<file path="src/rtl/tmds_pkg.sv">
// Shared constants and helpers for the three-channel TMDS encoder.
package tmds_pkg;

    // Width of the signed running-disparity counter.
    localparam int CNT_W = 5;

    // Clock-channel word. The serializer sends it LSB first, so each pixel
    // period is five low bits followed by five high bits.
    localparam logic [9:0] CLK_PATTERN_DEF = 10'b1111100000;

    // Blanking control tokens, indexed by {C1, C0}.
    localparam logic [9:0] CTL_TOKEN [4] = '{10'h354, 10'h0AB, 10'h154, 10'h2AB};

    // Number of ones in an 8-bit value.
    function automatic logic [3:0] popcount8(input logic [7:0] v);
        logic [3:0] n;
        n = 4'd0;
        for (int i = 0; i < 8; i++) begin
            n = n + {3'b000, v[i]};
        end
        return n;
    endfunction

endpackage

</file>
<file path="src/rtl/tmds_encode_ch.sv">
// Single-channel TMDS 8b/10b encoder with a fixed three-stage pipeline:
// S1 registers the pixel and its popcount, S2 builds the transition-minimised
// q_m word, S3 applies DC balancing (or emits a control token when de=0).
module tmds_encode_ch
    import tmds_pkg::*;
(
    input  logic       clk,
    input  logic       rst_n,
    input  logic       de,
    input  logic       c0,
    input  logic       c1,
    input  logic [7:0] d,
    output logic [9:0] q
);

    // S1 state
    logic [7:0] d_s1_q, d_s1_d;
    logic [3:0] n1_s1_q, n1_s1_d;
    logic       de_s1_q, de_s1_d;
    logic [1:0] ctl_s1_q, ctl_s1_d;

    // S2 state
    logic [8:0] qm_s2_q, qm_s2_d;
    logic [3:0] n1_s2_q, n1_s2_d;
    logic [3:0] n0_s2_q, n0_s2_d;
    logic       de_s2_q, de_s2_d;
    logic [1:0] ctl_s2_q, ctl_s2_d;

    // S3 state
    logic [9:0]              q_q, q_d;
    logic signed [CNT_W-1:0] cnt_q, cnt_d;

    // S1: capture the inputs and count the ones in the pixel.
    always_comb begin
        d_s1_d   = d;
        n1_s1_d  = popcount8(d);
        de_s1_d  = de;
        ctl_s1_d = {c1, c0};
    end

    // S2: transition minimisation. Each q_m bit is the prefix parity of the
    // pixel, flipped on odd positions when the XNOR chain is selected.
    always_comb begin
        logic use_xnor;
        logic par;
        use_xnor = (n1_s1_q > 4'd4) || ((n1_s1_q == 4'd4) && !d_s1_q[0]);
        qm_s2_d  = '0;
        for (int i = 0; i < 8; i++) begin
            par = 1'b0;
            for (int j = 0; j <= i; j++) begin
                par = par ^ d_s1_q[j];
            end
            qm_s2_d[i] = par ^ (use_xnor & i[0]);
        end
        qm_s2_d[8] = ~use_xnor;
        n1_s2_d    = popcount8(qm_s2_d[7:0]);
        n0_s2_d    = 4'd8 - n1_s2_d;
        de_s2_d    = de_s1_q;
        ctl_s2_d   = ctl_s1_q;
    end

    // S3: DC-balance decision and running disparity update, or control token.
    always_comb begin
        logic signed [CNT_W-1:0] diff;
        diff  = $signed({1'b0, n1_s2_q}) - $signed({1'b0, n0_s2_q});
        q_d   = q_q;
        cnt_d = cnt_q;
        if (!de_s2_q) begin
            q_d   = CTL_TOKEN[ctl_s2_q];
            cnt_d = '0;
        end else if ((cnt_q == 5'sd0) || (n1_s2_q == n0_s2_q)) begin
            q_d   = {~qm_s2_q[8], qm_s2_q[8], qm_s2_q[8] ? qm_s2_q[7:0] : ~qm_s2_q[7:0]};
            cnt_d = qm_s2_q[8] ? (cnt_q + diff) : (cnt_q - diff);
        end else if (((cnt_q > 5'sd0) && (n1_s2_q > n0_s2_q)) ||
                     ((cnt_q < 5'sd0) && (n0_s2_q > n1_s2_q))) begin
            q_d   = {1'b1, qm_s2_q[8], ~qm_s2_q[7:0]};
            cnt_d = cnt_q + (qm_s2_q[8] ? 5'sd2 : 5'sd0) - diff;
        end else begin
            q_d   = {1'b0, qm_s2_q[8], qm_s2_q[7:0]};
            cnt_d = cnt_q - (qm_s2_q[8] ? 5'sd0 : 5'sd2) + diff;
        end
    end

    // Pipeline registers; reset leaves blanking with C1C0=00 in every stage.
    always_ff @(posedge clk or negedge rst_n) begin
        if (!rst_n) begin
            d_s1_q   <= '0;
            n1_s1_q  <= '0;
            de_s1_q  <= 1'b0;
            ctl_s1_q <= '0;
            qm_s2_q  <= '0;
            n1_s2_q  <= '0;
            n0_s2_q  <= '0;
            de_s2_q  <= 1'b0;
            ctl_s2_q <= '0;
            q_q      <= CTL_TOKEN[0];
            cnt_q    <= '0;
        end else begin
            d_s1_q   <= d_s1_d;
            n1_s1_q  <= n1_s1_d;
            de_s1_q  <= de_s1_d;
            ctl_s1_q <= ctl_s1_d;
            qm_s2_q  <= qm_s2_d;
            n1_s2_q  <= n1_s2_d;
            n0_s2_q  <= n0_s2_d;
            de_s2_q  <= de_s2_d;
            ctl_s2_q <= ctl_s2_d;
            q_q      <= q_d;
            cnt_q    <= cnt_d;
        end
    end

    assign q = q_q;

`ifndef SYNTHESIS
    // Running disparity is bounded to +/-8 by construction of the update rules.
    cnt_range_a: assert property (@(posedge clk) disable iff (!rst_n)
        (cnt_q >= -5'sd8) && (cnt_q <= 5'sd8));
`endif

endmodule

</file>
<file path="src/rtl/tmds_encoder_3ch.sv">
// DVI TMDS encoder for blue/green/red plus the constant clock-channel word.
// Optional build macro TMDS_BIST_EN adds a bist_en input that replaces all
// three pixel components with an internal ramp (increments while de=1,
// clears while de=0).
module tmds_encoder_3ch
    import tmds_pkg::*;
#(
    parameter logic [9:0] CLK_PATTERN = CLK_PATTERN_DEF,
    parameter logic       SYNC_INVERT = 1'b0
) (
    input  logic       clk,
    input  logic       rst_n,
`ifdef TMDS_BIST_EN
    input  logic       bist_en,
`endif
    input  logic       de,
    input  logic       hsync,
    input  logic       vsync,
    input  logic [7:0] red,
    input  logic [7:0] green,
    input  logic [7:0] blue,
    output logic [9:0] data_b,
    output logic [9:0] data_g,
    output logic [9:0] data_r,
    output logic [9:0] data_c,
    output logic       de_o
);

    logic            hs_eff;
    logic            vs_eff;
    logic [2:0][7:0] pix;
    logic [2:0][1:0] ctl;
    logic [2:0][9:0] word;
    logic [2:0]      de_pipe_q, de_pipe_d;
    logic [9:0]      data_c_q, data_c_d;
`ifdef TMDS_BIST_EN
    logic [7:0]      ramp_q, ramp_d;
`endif

    // Sync polarity, per-channel control bits (only blue carries sync) and pixel source.
    always_comb begin
        hs_eff    = hsync ^ SYNC_INVERT;
        vs_eff    = vsync ^ SYNC_INVERT;
        ctl       = '0;
        ctl[0]    = {vs_eff, hs_eff};
        pix[0]    = blue;
        pix[1]    = green;
        pix[2]    = red;
`ifdef TMDS_BIST_EN
        ramp_d    = de ? (ramp_q + 8'd1) : 8'd0;
        if (bist_en) begin
            pix = {3{ramp_q}};
        end
`endif
        de_pipe_d = {de_pipe_q[1:0], de};
        data_c_d  = CLK_PATTERN;
    end

    // de alignment pipeline, clock-channel word and optional test ramp.
    always_ff @(posedge clk or negedge rst_n) begin
        if (!rst_n) begin
            de_pipe_q <= '0;
            data_c_q  <= CLK_PATTERN;
`ifdef TMDS_BIST_EN
            ramp_q    <= '0;
`endif
        end else begin
            de_pipe_q <= de_pipe_d;
            data_c_q  <= data_c_d;
`ifdef TMDS_BIST_EN
            ramp_q    <= ramp_d;
`endif
        end
    end

    for (genvar gi = 0; gi < 3; gi++) begin : g_ch
        tmds_encode_ch u_enc (
            .clk   (clk),
            .rst_n (rst_n),
            .de    (de),
            .c0    (ctl[gi][0]),
            .c1    (ctl[gi][1]),
            .d     (pix[gi]),
            .q     (word[gi])
        );
    end

    assign data_b = word[0];
    assign data_g = word[1];
    assign data_r = word[2];
    assign data_c = data_c_q;
    assign de_o   = de_pipe_q[2];

endmodule

</file>
<file path="config.mk">
export PLATFORM = sky130hd
export DESIGN_NAME = tmds_encoder_3ch
export DESIGN_NICKNAME = d
export VERILOG_FILES = /design/src/rtl/tmds_pkg.sv /design/src/rtl/tmds_encode_ch.sv /design/src/rtl/tmds_encoder_3ch.sv
export SDC_FILE = /design/constraint.sdc
export NUM_CORES = 1
export LEC_CHECK = 0
export CELL_PAD_IN_SITES_DETAIL_PLACEMENT = 1
export CELL_PAD_IN_SITES_GLOBAL_PLACEMENT = 2
export CORE_MARGIN = 4
export CORE_UTILIZATION = 35
export DETAILED_ROUTE_END_ITERATION = 8
export HOLD_SLACK_MARGIN = 0.03
export PLACE_DENSITY_LB_ADDON = 0.1
export SYNTH_ARGS = -nofsm -noshare
export SYNTH_HDL_FRONTEND = slang
export SYNTH_SLANG_ARGS = --single-unit
</file>
<file path="constraint.sdc">
create_clock -name clk -period 3.94 [get_ports clk]
set_input_delay 0.591 -clock clk [delete_from_list [all_inputs] [get_ports clk]]
set_output_delay 0.591 -clock clk [all_outputs]
set_load 0.05 [all_outputs]
</file>
==> out/metrics.cfg, run 1 <==
[floorplan]
die_width_um = 157.8
fp-row-count = 54
die_area_um2 = 24900
design.core.area_um2 = 21960
io_pins = 70
initial_core_util_pct = 35.76
fp.dieH_um = 157.8

[final_layout]
most-common-layout-cells = 116 x dfrtp_1, 112 x inv_1, 73 x ha_1
final_net_count = 924
final_common_cell = dfrtp_1
antenna_cells = 0
area_delta_synth_final_pct = 21.46
drive_gt1_share_pct = 11.56

[detailed_routing]
wirelength_um = 16460
drtIter0Drc = 99
vias = 4913
viasPerCell = 4.566
first_pass_iters = 4
avgRoutedWirePerCell_um = 15.29
drc = 0
ant_nets = 0

[min_path]
hold_class = input pin to asynchronous set/reset pin

[logic_synthesis]
yosysTopAreaCell = dfrtp_1
syn_area_per_cell_um2 = 11.19
ys_types = 53
ys_top_cells_by_area = dfrtp_1 38%, ha_1 12%, fa_1 9.9%, inv_1 5.4%, xor2_1 5.4%
ys.flop_type = dfrtp_1
async_flop_share_pct = 100.0
synth_area_um2 = 7853
synth_edf_count = 0
synth-seq-area-share_pct = 42.62
synthCells = 702
synth_seq_cells = 133
yosysTopAreaCellShare_pct = 37.60
yosysWarnings = 0

[clock_tree]
clockRootBuffer = clkbuf_16
cts_inserted_buffers = 17
clk_latency_ps = 420
htreeDepth = 4
cts_sinks = 133
cts_max_path_buffers = 2
cts.clk_slew.worst_paths_ps = 60
cts_tree = built

[global_route]
grt_max_degree = 101
grt_most_used_layer = met2
groute.usage.overall_pct = 14.47
globalRoute.totalOverflow = 0
grt_use_met3_pct = 2.816
gr-usage-met2_pct = 26.51
grt_pass1_wl_um = 28300
use_met1_pct = 17.03
antenna_found_initial = 0
grt_pass1_vias = 5727

[sta]
worstMarginPinSlew_ps = 963.5
tns_ps = 0
drv_slew = 0
rsz0062_at_grt = true
setup_viol = 0
fmax_mhz = 259.9
fin_crit_sh_pct = 97.65
final_hold_viol_count = 0
slew-limit-headroom_pct = 35.77
fin_crit_ps = 3848
finClkSkew_ps = 9.980

[placement]
io_buffers = 59
gp_congestion = 0.7822
place_hpwl_um = 12640

[critical_path]
end_kind = flop
critPathLaunch = g_ch[2].u_enc.d_s1_q[0]
cp.arrival_ps = 4180
setup.worst_path.end = g_ch[2].u_enc.n0_s2_q[3]
path_class = flop to flop
critPathLaunchType = flop
worstPathMaxFanout = 3
r2r_end = g_ch[2].u_enc.n0_s2_q[3]
worst-r2r-cell-count = 13
reg2reg_from = g_ch[2].u_enc.d_s1_q[0]
required_ps = 4270
r2r_slack_ps = 90

[run_status]
status = complete, no violations

[run]
cap_violations = 0

how the worst min path moves through the flow:
stage / from / endpoint / slack [ps]
after global placement: de_pipe_q[0] / de_pipe_q[1] / 340
after detailed placement: de_pipe_q[0] / de_pipe_q[1] / 340
final: rst_n / g_ch[0].u_enc.q[0] / 270
after floorplan: rst_n / de_pipe_q[0] / 300
after global routing: g_ch[0].u_enc.ctl_s1_q[1] / g_ch[0].u_enc.ctl_s2_q[1] / 360
after CTS: rst_n / g_ch[0].u_enc.d_s1_q[5] / 330
synthesized netlist by cell type, types with 5 or more instances:
library cell and count:
o21a_1 7, dfstp_2 15, mux2i_1 5, a211oi_1 6
xnor2_1 44, and3_1 5, fa_1 39, clkbuf_1 6
o21ai_0 13, dfrtp_1 118, ha_1 73, xor2_1 48
nand3_1 11, nand2_1 30, nor2_1 33, inv_1 113
a21oi_1 31, a21o_1 16, nand2b_1 6, buf_4 11
nor2b_1 8, xor2_2 5
layout make-up:
class / count / area [um^2]
Tap cell: 280 / 350.3
Inverter: 114 / 427.9
Fill cell: 2322 / 12420
Clock buffer: 19 / 442.9
Sequential cell: 133 / 3349
Multi-Input combinational cell: 441 / 4076
Timing Repair Buffer: 76 / 719.4
Clock inverter: 13 / 171.4
critical path, stage by stage (launching register included):
cell and delay [ps]:
dfrtp_2 410, xnor3_2 440, xor2_4 220, xor2_2 220, xnor2_2 270, xor2_2 250, xnor2_2 120, fa_1 530
inv_2 40, fa_2 350, fa_2 580, nand2_1 60, nor2_1 120, xor2_1 150
metrics by stage:
stage	setup WS [ps]	hold slack [ps]	util, %	area, um^2	std cells
finish	92.50	266.0	43.44	9538	1076
global route	-43.99	364.5	43.44	9538	1076
CTS	13.52	329.1	42.84	9408	1071
detailed placement	43.28	336.3	40.01	8786	1039
global placement	193.9	338.1	40.01	8786	1039
floorplan	42.39	295.4	-	7883	710
what timing repair did:
action / CTS / global route
buffers inserted: 0 / 5
resized for setup: 1 / 17
endpoints found under the setup margin: 3 / 11
pin swaps: 0 / 12
hold buffers: 0 / 0
state kept, by name, summed over array words and instances (netlist names):
signal and flops:
g_ch.u_enc.cnt_q 15, g_ch.u_enc.ctl_s1_q 2, g_ch.u_enc.n1_s1_q 12, g_ch.u_enc.d_s1_q 24, g_ch.u_enc.n1_s2_q 9, g_ch.u_enc.n0_s2_q 9
g_ch.u_enc.qm_s2_q 27, g_ch.u_enc.q 30, g_ch.u_enc.ctl_s2_q 2, de_pipe_q 3
logic make-up after synthesis:
group | share of synthesized area, %
buffers and inverters | 7.090
AO/OA/AOI/OAI | 7.648
other | 0.09564
adder cells (fa/ha/maj) | 21.57
AND/OR/NAND/NOR | 7.234
XOR/XNOR | 13.10
flip-flops | 42.62
multiplexers | 0.6374
per-layer routing:
metal	wire, um	share of wire, %	vias up
met3	348	2.1	14
met2	8922	54	54
met4	182	1.1	0
li1	-	-	2372
met5	0	0	-
met1	7001	43	2473
Power of run 1 is left out: the tool's default activity adds up to more than one toggle a clock period on the data nets, which glitch-free logic cannot reach.
==> inputs of run 2 (changes only) <==
--- a/config.mk
+++ b/config.mk
@@ -8,7 +8,7 @@
 export CELL_PAD_IN_SITES_DETAIL_PLACEMENT = 1
 export CELL_PAD_IN_SITES_GLOBAL_PLACEMENT = 2
 export CORE_MARGIN = 4
-export CORE_UTILIZATION = 35
+export CORE_UTILIZATION = 42
 export DETAILED_ROUTE_END_ITERATION = 8
 export HOLD_SLACK_MARGIN = 0.03
 export PLACE_DENSITY_LB_ADDON = 0.1
==> constraint.sdc (replaced) <==
create_clock -name clk -period 4.6 [get_ports clk]
set_input_delay 0.69 -clock clk [delete_from_list [all_inputs] [get_ports clk]]
set_output_delay 0.69 -clock clk [all_outputs]
set_load 0.05 [all_outputs]
==> run 2 against run 1 <==
First-iteration DRC count rose by 8.1%. Clock skew fell by 2.6 ps. Critical path type unchanged. Worst setup slack gained 330 ps. Die area shrank 16%.
==> out/metrics.cfg, run 2 (synthesis gave the netlist of run 1 again) <==
[clock_tree]
cts_sinks = 133
cts_resized = 0
clk_latency_ps = 420
cts_max_path_buffers = 2
hold_buffers = 0
cts.clk_slew.worst_paths_ps = 60
post_cts.repair.setup_buffers = 0
cts_inserted_buffers = 17
cts_tree = built
clockRootBuffer = clkbuf_16
htreeDepth = 4

[global_route]
groute.usage.overall_pct = 16.93
grt_pass1_wl_um = 27440
antenna_found_initial = 1
grt_pass1_vias = 5457
globalRoute.totalOverflow = 0
grt_max_degree = 113

[detailed_routing]
drtIter0Drc = 107
viasPerCell = 4.811
avgRoutedWirePerCell_um = 15.68
ant_nets = 0
drc = 0
wirelength_um = 15850
first_pass_iters = 4
vias = 4864

[critical_path]
cp.arrival_ps = 4490
critPathLaunchType = flop
end_kind = flop
required_ps = 4910
worstPathMaxFanout = 4
path_class = flop to flop

[floorplan]
io_pins = 70
initial_core_util_pct = 43.27
die_width_um = 144.7
fp-row-count = 49
design.core.area_um2 = 18150
fp.dieH_um = 144.7
die_area_um2 = 20950

[final_layout]
final_net_count = 911
n_fill_cell = 1936
most-common-layout-cells = 118 x dfrtp_1, 113 x inv_1, 73 x ha_1
antenna_cells = 0
multi_input_area_um2 = 3979
postLayoutCellArea_um2 = 9243
drive_gt1_share_pct = 8.056
final_common_cell = dfrtp_1
largest_register_ffs = 30
area_delta_synth_final_pct = 17.70
regArea_um2 = 3347

[sta]
fin_crit_ps = 4175
tns_ps = 0
slew-limit-headroom_pct = 29.43
finClkSkew_ps = 7.405
rsz0062_at_grt = false
fmax_mhz = 239.5
setup_viol = 0
final_hold_viol_count = 0
worstMarginPinSlew_ps = 1059
drv_slew = 0
fin_crit_sh_pct = 90.76

[placement]
gp_congestion = 0.7860
placed_cell_area_um2 = 8662
place_hpwl_um = 11910
io_buffers = 59

[min_path]
hold_class = input pin to asynchronous set/reset pin

[run]
cap_violations = 0

[run_status]
status = complete, no violations

## run 2: cell types whose count changed in the layout (fill, tap and decap cells not counted), sizes merged
cell | previous run | this run
inv | 118 | 116
clkinv | 4 | 6
clkinvlp | 2 | 3
bufinv | 3 | 2
clkbuf | 19 | 18
buf | 18 | 5
## run 2: worst paths after layout
| path | startpoint | cells after the start | end | slack (ps) |
|---|---|---|---|---|
| setup / recovery | g_ch[1].u_enc.n1_s1_q[1] | 15 | g_ch[1].u_enc.n0_s2_q[3] | 420 |
| hold / removal | rst_n | 1 | g_ch[0].u_enc.cnt_q[2] | 350 |
| setup reg to reg | g_ch[1].u_enc.n1_s1_q[1] | 15 | g_ch[1].u_enc.n0_s2_q[3] | 420 |
| hold reg to reg | de_pipe_q[0] | 0 | de_pipe_q[1] | 350 |
| max in group asynchronous | rst_n | 2 | g_ch[0].u_enc.q[6] | 3320 |
| min in group clk | de_pipe_q[0] | 0 | de_pipe_q[1] | 350 |
## run 2: area by class of cell
cell class,instances,share of cell area [%]
multi-input combinational,441,43.05
sequential,133,36.21
timing repair buffer,63,6.728
clock buffer,18,4.643
inverter,114,4.630
tap,229,3.100
clock inverter,13,1.638
## run 2: per-layer routing
| metal | vias up | share of wire (%) | track usage (%) |
|---|---|---|---|
| met2 | 65 | 51 | 29.09 |
| met1 | 2430 | 44 | 20.93 |
| li1 | 2344 | - | - |
| met5 | - | 0.082 | 0 |
| met4 | 2 | 1.5 | 5.498 |
| met3 | 23 | 3.7 | 4.338 |
## run 2: worst max-delay path: stages, from the launching register on
cell     delay (ps)
dfrtp_1         370
nor2_1          100
nand2_1          60
a21oi_1         410
xnor2_1         170
ha_1            310
inv_1            50
fa_1            540
inv_1            60
fa_1            550
inv_1            60
fa_1            460
fa_1            400
xnor2_1         270
nor2_1          100
xor2_1          150
## run 2: per-stage QoR
stage          util (%)  hold slack, ps  setup WS (ps)  cells
6_report          50.93           345.3          424.9   1011
5_1_grt           50.93           360.7          96.58   1011
4_1_cts           50.93           360.7          374.9   1011
3_5_place_dp      47.73           335.5          392.5    980
3_3_place_gp      47.73           346.3          592.8    980
2_1_floorplan         -           331.2          702.4    710
Power of run 2 is left out for the same reason.
